--- src/rtl/pixel_fifo_param.sv ---
// pixel_fifo_param
//   Synchronous pixel FIFO between the bus-read engine (writer) and the video
//   output stage (reader). Each entry is NUM_CH packed channels of CH_W bits;
//   channel k sits at [k*CH_W +: CH_W].
//   Ports:
//     clk, reset_n (async, active-low), flush (sync clear of contents)
//     wr_en/wr_data             : write side
//     rd_en/rd_data/rd_valid    : read side (registered or first-word-fall-through)
//     level/full/empty          : occupancy
//     lo_thresh/hi_thresh       : runtime watermarks -> almost_empty/almost_full
//     overflow/underflow        : sticky error flags, cleared by clr_flags
module pixel_fifo_param #(
  parameter  int CH_W   = 8,
  parameter  int NUM_CH = 3,
  parameter  int DEPTH  = 16,
  parameter  int FWFT   = 0,
  localparam int DW     = CH_W * NUM_CH,
  localparam int AW     = $clog2(DEPTH)
) (
  input  logic          clk,
  input  logic          reset_n,
  input  logic          flush,
  input  logic          wr_en,
  input  logic [DW-1:0] wr_data,
  input  logic          rd_en,
  output logic [DW-1:0] rd_data,
  output logic          rd_valid,
  input  logic [AW:0]   lo_thresh,
  input  logic [AW:0]   hi_thresh,
  output logic [AW:0]   level,
  output logic          full,
  output logic          empty,
  output logic          almost_full,
  output logic          almost_empty,
  output logic          overflow,
  output logic          underflow,
  input  logic          clr_flags
);

  logic [DW-1:0] r_mem [DEPTH];
  logic [AW:0]   r_wr_ptr, r_rd_ptr;
  logic          r_ovf, r_unf;

  logic [AW:0]   w_level;
  logic          w_full, w_empty;
  logic          w_wr_acc, w_rd_acc;
  logic          w_ovf_set, w_unf_set;
  logic [AW-1:0] w_rd_idx;

  // Pointers carry one extra wrap bit, so the plain difference is the level
  // and full (DEPTH) is distinguishable from empty (0).
  assign w_level  = r_wr_ptr - r_rd_ptr;
  assign w_full   = (w_level == (AW+1)'(DEPTH));
  assign w_empty  = (w_level == '0);
  assign w_rd_idx = r_rd_ptr[AW-1:0];

  // Flush takes priority: requests in a flush cycle are dropped and set no flags.
  assign w_wr_acc  = wr_en & ~w_full  & ~flush;
  assign w_rd_acc  = rd_en & ~w_empty & ~flush;
  assign w_ovf_set = wr_en & w_full   & ~flush;
  assign w_unf_set = rd_en & w_empty  & ~flush;

  always_ff @(posedge clk or negedge reset_n) begin
    if (!reset_n) begin
      r_wr_ptr <= '0;
      r_rd_ptr <= '0;
    end else if (flush) begin
      r_wr_ptr <= '0;
      r_rd_ptr <= '0;
    end else begin
      if (w_wr_acc) r_wr_ptr <= r_wr_ptr + 1'b1;
      if (w_rd_acc) r_rd_ptr <= r_rd_ptr + 1'b1;
    end
  end

  // Storage is not reset; only entries between the pointers are ever observed.
  always_ff @(posedge clk) begin
    if (w_wr_acc) r_mem[r_wr_ptr[AW-1:0]] <= wr_data;
  end

  // Sticky error flags: a new event in the same cycle as a clear wins.
  always_ff @(posedge clk or negedge reset_n) begin
    if (!reset_n) begin
      r_ovf <= 1'b0;
      r_unf <= 1'b0;
    end else begin
      if (w_ovf_set)      r_ovf <= 1'b1;
      else if (clr_flags) r_ovf <= 1'b0;
      if (w_unf_set)      r_unf <= 1'b1;
      else if (clr_flags) r_unf <= 1'b0;
    end
  end

  generate
    if (FWFT != 0) begin : g_fwft
      // Head entry is presented combinationally; forced to zero when empty so
      // the output is clean out of reset and after a flush.
      assign rd_data  = w_empty ? '0 : r_mem[w_rd_idx];
      assign rd_valid = ~w_empty;
    end else begin : g_reg
      logic [DW-1:0] r_rd_data;
      logic          r_rd_valid;
      always_ff @(posedge clk or negedge reset_n) begin
        if (!reset_n) begin
          r_rd_data  <= '0;
          r_rd_valid <= 1'b0;
        end else begin
          r_rd_valid <= w_rd_acc;
          if (w_rd_acc) r_rd_data <= r_mem[w_rd_idx];
        end
      end
      assign rd_data  = r_rd_data;
      assign rd_valid = r_rd_valid;
    end
  endgenerate

  assign level        = w_level;
  assign full         = w_full;
  assign empty        = w_empty;
  assign almost_full  = (w_level >= hi_thresh);
  assign almost_empty = (w_level <= lo_thresh);
  assign overflow     = r_ovf;
  assign underflow    = r_unf;

endmodule

--- config.mk ---
export PLATFORM = sky130hd
export DESIGN_NAME = pixel_fifo_param
export DESIGN_NICKNAME = d
export VERILOG_FILES = /design/src/rtl/pixel_fifo_param.sv
export SDC_FILE = /design/constraint.sdc
export NUM_CORES = 1
export LEC_CHECK = 0
export CORE_AREA = 8 8 183 202
export CTS_CLUSTER_SIZE = 16
export DETAILED_ROUTE_END_ITERATION = 6
export DIE_AREA = 0 0 191 210
export HOLD_SLACK_MARGIN = 0.1
export PLACE_DENSITY = 0.7
export SYNTH_ARGS = -nofsm -noshare
export SYNTH_HDL_FRONTEND = slang
export SYNTH_SLANG_ARGS = --single-unit
--- constraint.sdc ---
create_clock -name clk -period 5.1 [get_ports clk]
set_input_delay 1.02 -clock clk [delete_from_list [all_inputs] [get_ports clk]]
set_output_delay 1.02 -clock clk [all_outputs]
set_load 0.01 [all_outputs]
==> results.toml <==
[run_status]
status = "completed"

[drt]
wl_per_cell_um = 25.1
wirelength_mm = 34.5
drcViolationCount = 0
viasPerCell = 5.82
drt_iter0_drc = 668
vias = 8009
drt_first_pass_iters = 5
drtAntennaViolNets = 0

[clock_tree]
cts_made_buffers = 41
clockBufferDepth = 3
insertion_delay_ps = 540
clockRootBuffer = "clkbuf_16"
cts_tree = "built"
cts_sinks = 421
htreeDepth = 2
clk_pin_slew_ps = 70

[place]
dp_slack_ps = 541
placed_cells = 1301
post_dp_cell_area_sq_mm = 0.0179
routabilityCongestion = 0.835
io_buffers = 75
dp_hpwl_mm = 19.1

[timing]
timing.final.ws_setup_ps = 282
relSlewSlack_pct = 30.1
skew_ps = 19.1
setup_viol = 0
hold_violations = 0
whs_ps = 335
fin_crit_ps = 4820
tightest_slew_ps = 1050
fmax_ghz = 0.208
tns_ps = 0
slew_violations = 0
grt_setup_unrepaired = "no"
fin_crit_sh_pct = 94.5

[layout]
final_layout_size_suffix_gt1_share_pct = 22.4
nFillCells = 2441
instances_no_fill = 1377
area_growth_pct = 16.2
num_antenna_cells = 0
layout.nets = 964
fin_util_pct = 57.0
fin_area_sq_mm = 0.0192

[setup_path]
path_max_fanout = 53
endpoint_kind = "primary output"
worstPathArrival_ps = 3800
crit_type = "register to primary output"
worstPathRequired_ps = 4080
crit_chain = "buf_4 -> inv_1 -> ha_1 -> and3b_1 -> or3_1 -> and2_1 -> maj3_1 -> a21o_1 -> clkdlybuf4s50_1"
startpoint = "r_rd_ptr[1]"
r2r_slack_ps = 1100
crit_path_start_kind = "register"
cpMaxStageDelayCell = "buf_4"
max_stage_delay_ps = 640
r2r_start = "r_rd_ptr[1]"

[floorplan]
die_h_um = 210
dieWidth_um = 191
rows = 71
start_util_pct = 49.0
dieArea_sq_mm = 0.0401
io_pins = 76
core_sq_mm = 0.0337

[power_and_ir_drop]
max-vdd-ir-drop_uv = 290
switchingPower_mw = 2.37
clock_power_share_pct = 31.8
p_comb_share_pct = 23.8
netSwitchingFraction_pct = 26.1
p_leak_nw = 6.23
power_mw = 9.08
powerDensity_mw_per_mm2 = 473
seqPwrFrac_pct = 44.5
internal-power_mw = 6.71

[global_routing]
antenna_found_initial = 2
grt_pass1_vias = 8311
overflow = 0
track_usage_pct = 17.4
grt_pass1_wl_mm = 51.8
grt_max_degree = 101

[logic_synthesis]
synth_area_per_cell_sq_um = 20.5
synth.area.mux_share_pct = 15.5
ys_warn_count = 0
ys_seq_elements = 421
synthCells = 805
seq_area_frac_synth_pct = 75.5
synth_top_family_by_area = "multiplexers"
netlist_area_sq_mm = 0.0165
synth-simple-area-share_pct = 2.75
synth_compound_area_share_pct = 2.91
syn-num-nets = 862
ys_types = 50
yosys.area_share.adder_pct = 1.46
synthXorXnorAreaFrac_pct = 0.356

[flow_run]
drv_cap = 0

[hold_path]
holdCritPathClass = "input pin to asynchronous set/reset pin"
## placed cells by master (no fill, tap or decap), types with 19 or more instances in the layout
master             n
mux4_2            96
o22ai_1           48
edfxtp_1         384
mux2_1            19
clkdlybuf4s50_1   73
buf_4             20
dfrtp_1           34
clkbuf_16         43
inv_1             20
nor2_1            43
## critical path, delay by kind of cell, from the launching register on
family	cells	cell delay (ps)
adders and majority gates	2	660
DFF	1	380
AOI/OAI and AO/OA	1	180
and+or+nand+nor	3	780
buffers and inverters	3	1250
## Yosys cell counts (all sizes together)
cell	instances	area share, %
xor2	2	0.15
nor3	1	0.030
o21ai	3	0.16
and3	5	0.19
inv	21	0.48
buf	16	0.61
o2111ai	1	0.053
a32o	1	0.061
nor4b	1	0.053
o22ai	48	1.8
xnor2	3	0.20
nor4	2	0.076
and4bb	1	0.076
mux4	96	13
mux2i	3	0.18
or2	1	0.038
mux2	32	2.2
a21oi	8	0.27
clkbuf	22	0.50
ha	16	1.2
nand2	17	0.39
nand2b	2	0.076
nand4	3	0.11
a21o	4	0.18
nor2	50	1.1
and3b	1	0.053
edfxtp	384	70
or3	1	0.038
a311oi	1	0.053
and2	1	0.038
a211oi	2	0.12
a21boi	1	0.046
nor2b	7	0.27
o211ai	1	0.046
nand3	3	0.091
dfrtp	37	5.6
nand3b	2	0.091
fa	1	0.12
o311ai	1	0.053
maj3	2	0.12
a22o	1	0.053
## layout make-up
type                    count  area, sq um  area share [%]
clock buffers              52         1120            5.84
clock inverters            23          164           0.855
inverters                  21         78.8           0.411
multi-input cells         325         3870            20.2
flip-flops and latches    421        12500            65.0
well taps                 438          548            2.86
repair buffers             97          938            4.89
## routing by layer
metal / wire, um / vias up / GRT usage, %
met2: 17300 / 272 / 29.1
met4: 599 / 4 / 4.44
met5: 27 / - / 0
met1: 14400 / 4192 / 23.2
li1: - / 3496 / -
met3: 2200 / 45 / 3.32
## registers in the layout, summed over array words and instances, names as in the netlist
signal / cells
overflow: 1
r_mem: 384
r_rd_ptr: 5
r_wr_ptr: 5
rd_valid: 1
rd_data: 24
underflow: 1
## power by group through the flow
stage / Sequential (mW) / Clock [mW] / Combinational, mW
floorplan: 4.14 / 0 / 1.38
finish: 4.04 / 2.88 / 2.16
detailed placement: 4.11 / 0 / 2.19
global placement: 4.10 / 0 / 2.16
global route: 4.06 / 3.07 / 2.35
CTS: 4.04 / 2.93 / 2.21
## cells by family after synthesis
group | Yosys count
compound gates | 72
fa+ha+maj | 19
xor+xnor | 5
mux | 131
simple gates | 98
flops | 421
buf+inv | 59
## path summary, 6_finish.rpt
check,end,depth (start not counted)
worst max-delay path,almost_full,9
worst min-delay path,rd_valid,1
worst max register to register,r_mem[0][12],9
worst min register to register,rd_data[14],1
max in group asynchronous,r_rd_ptr[0],2
min in group clk,rd_data[14],1
## what timing repair did
item | CTS | global route
gates resized for setup | 0 | 1
pin swaps | 0 | 0
buffers inserted | 1 | 0
hold buffers | 0 | 0
endpoints found under the setup margin | 1 | 1
Power figures use the tool's default switching activity.
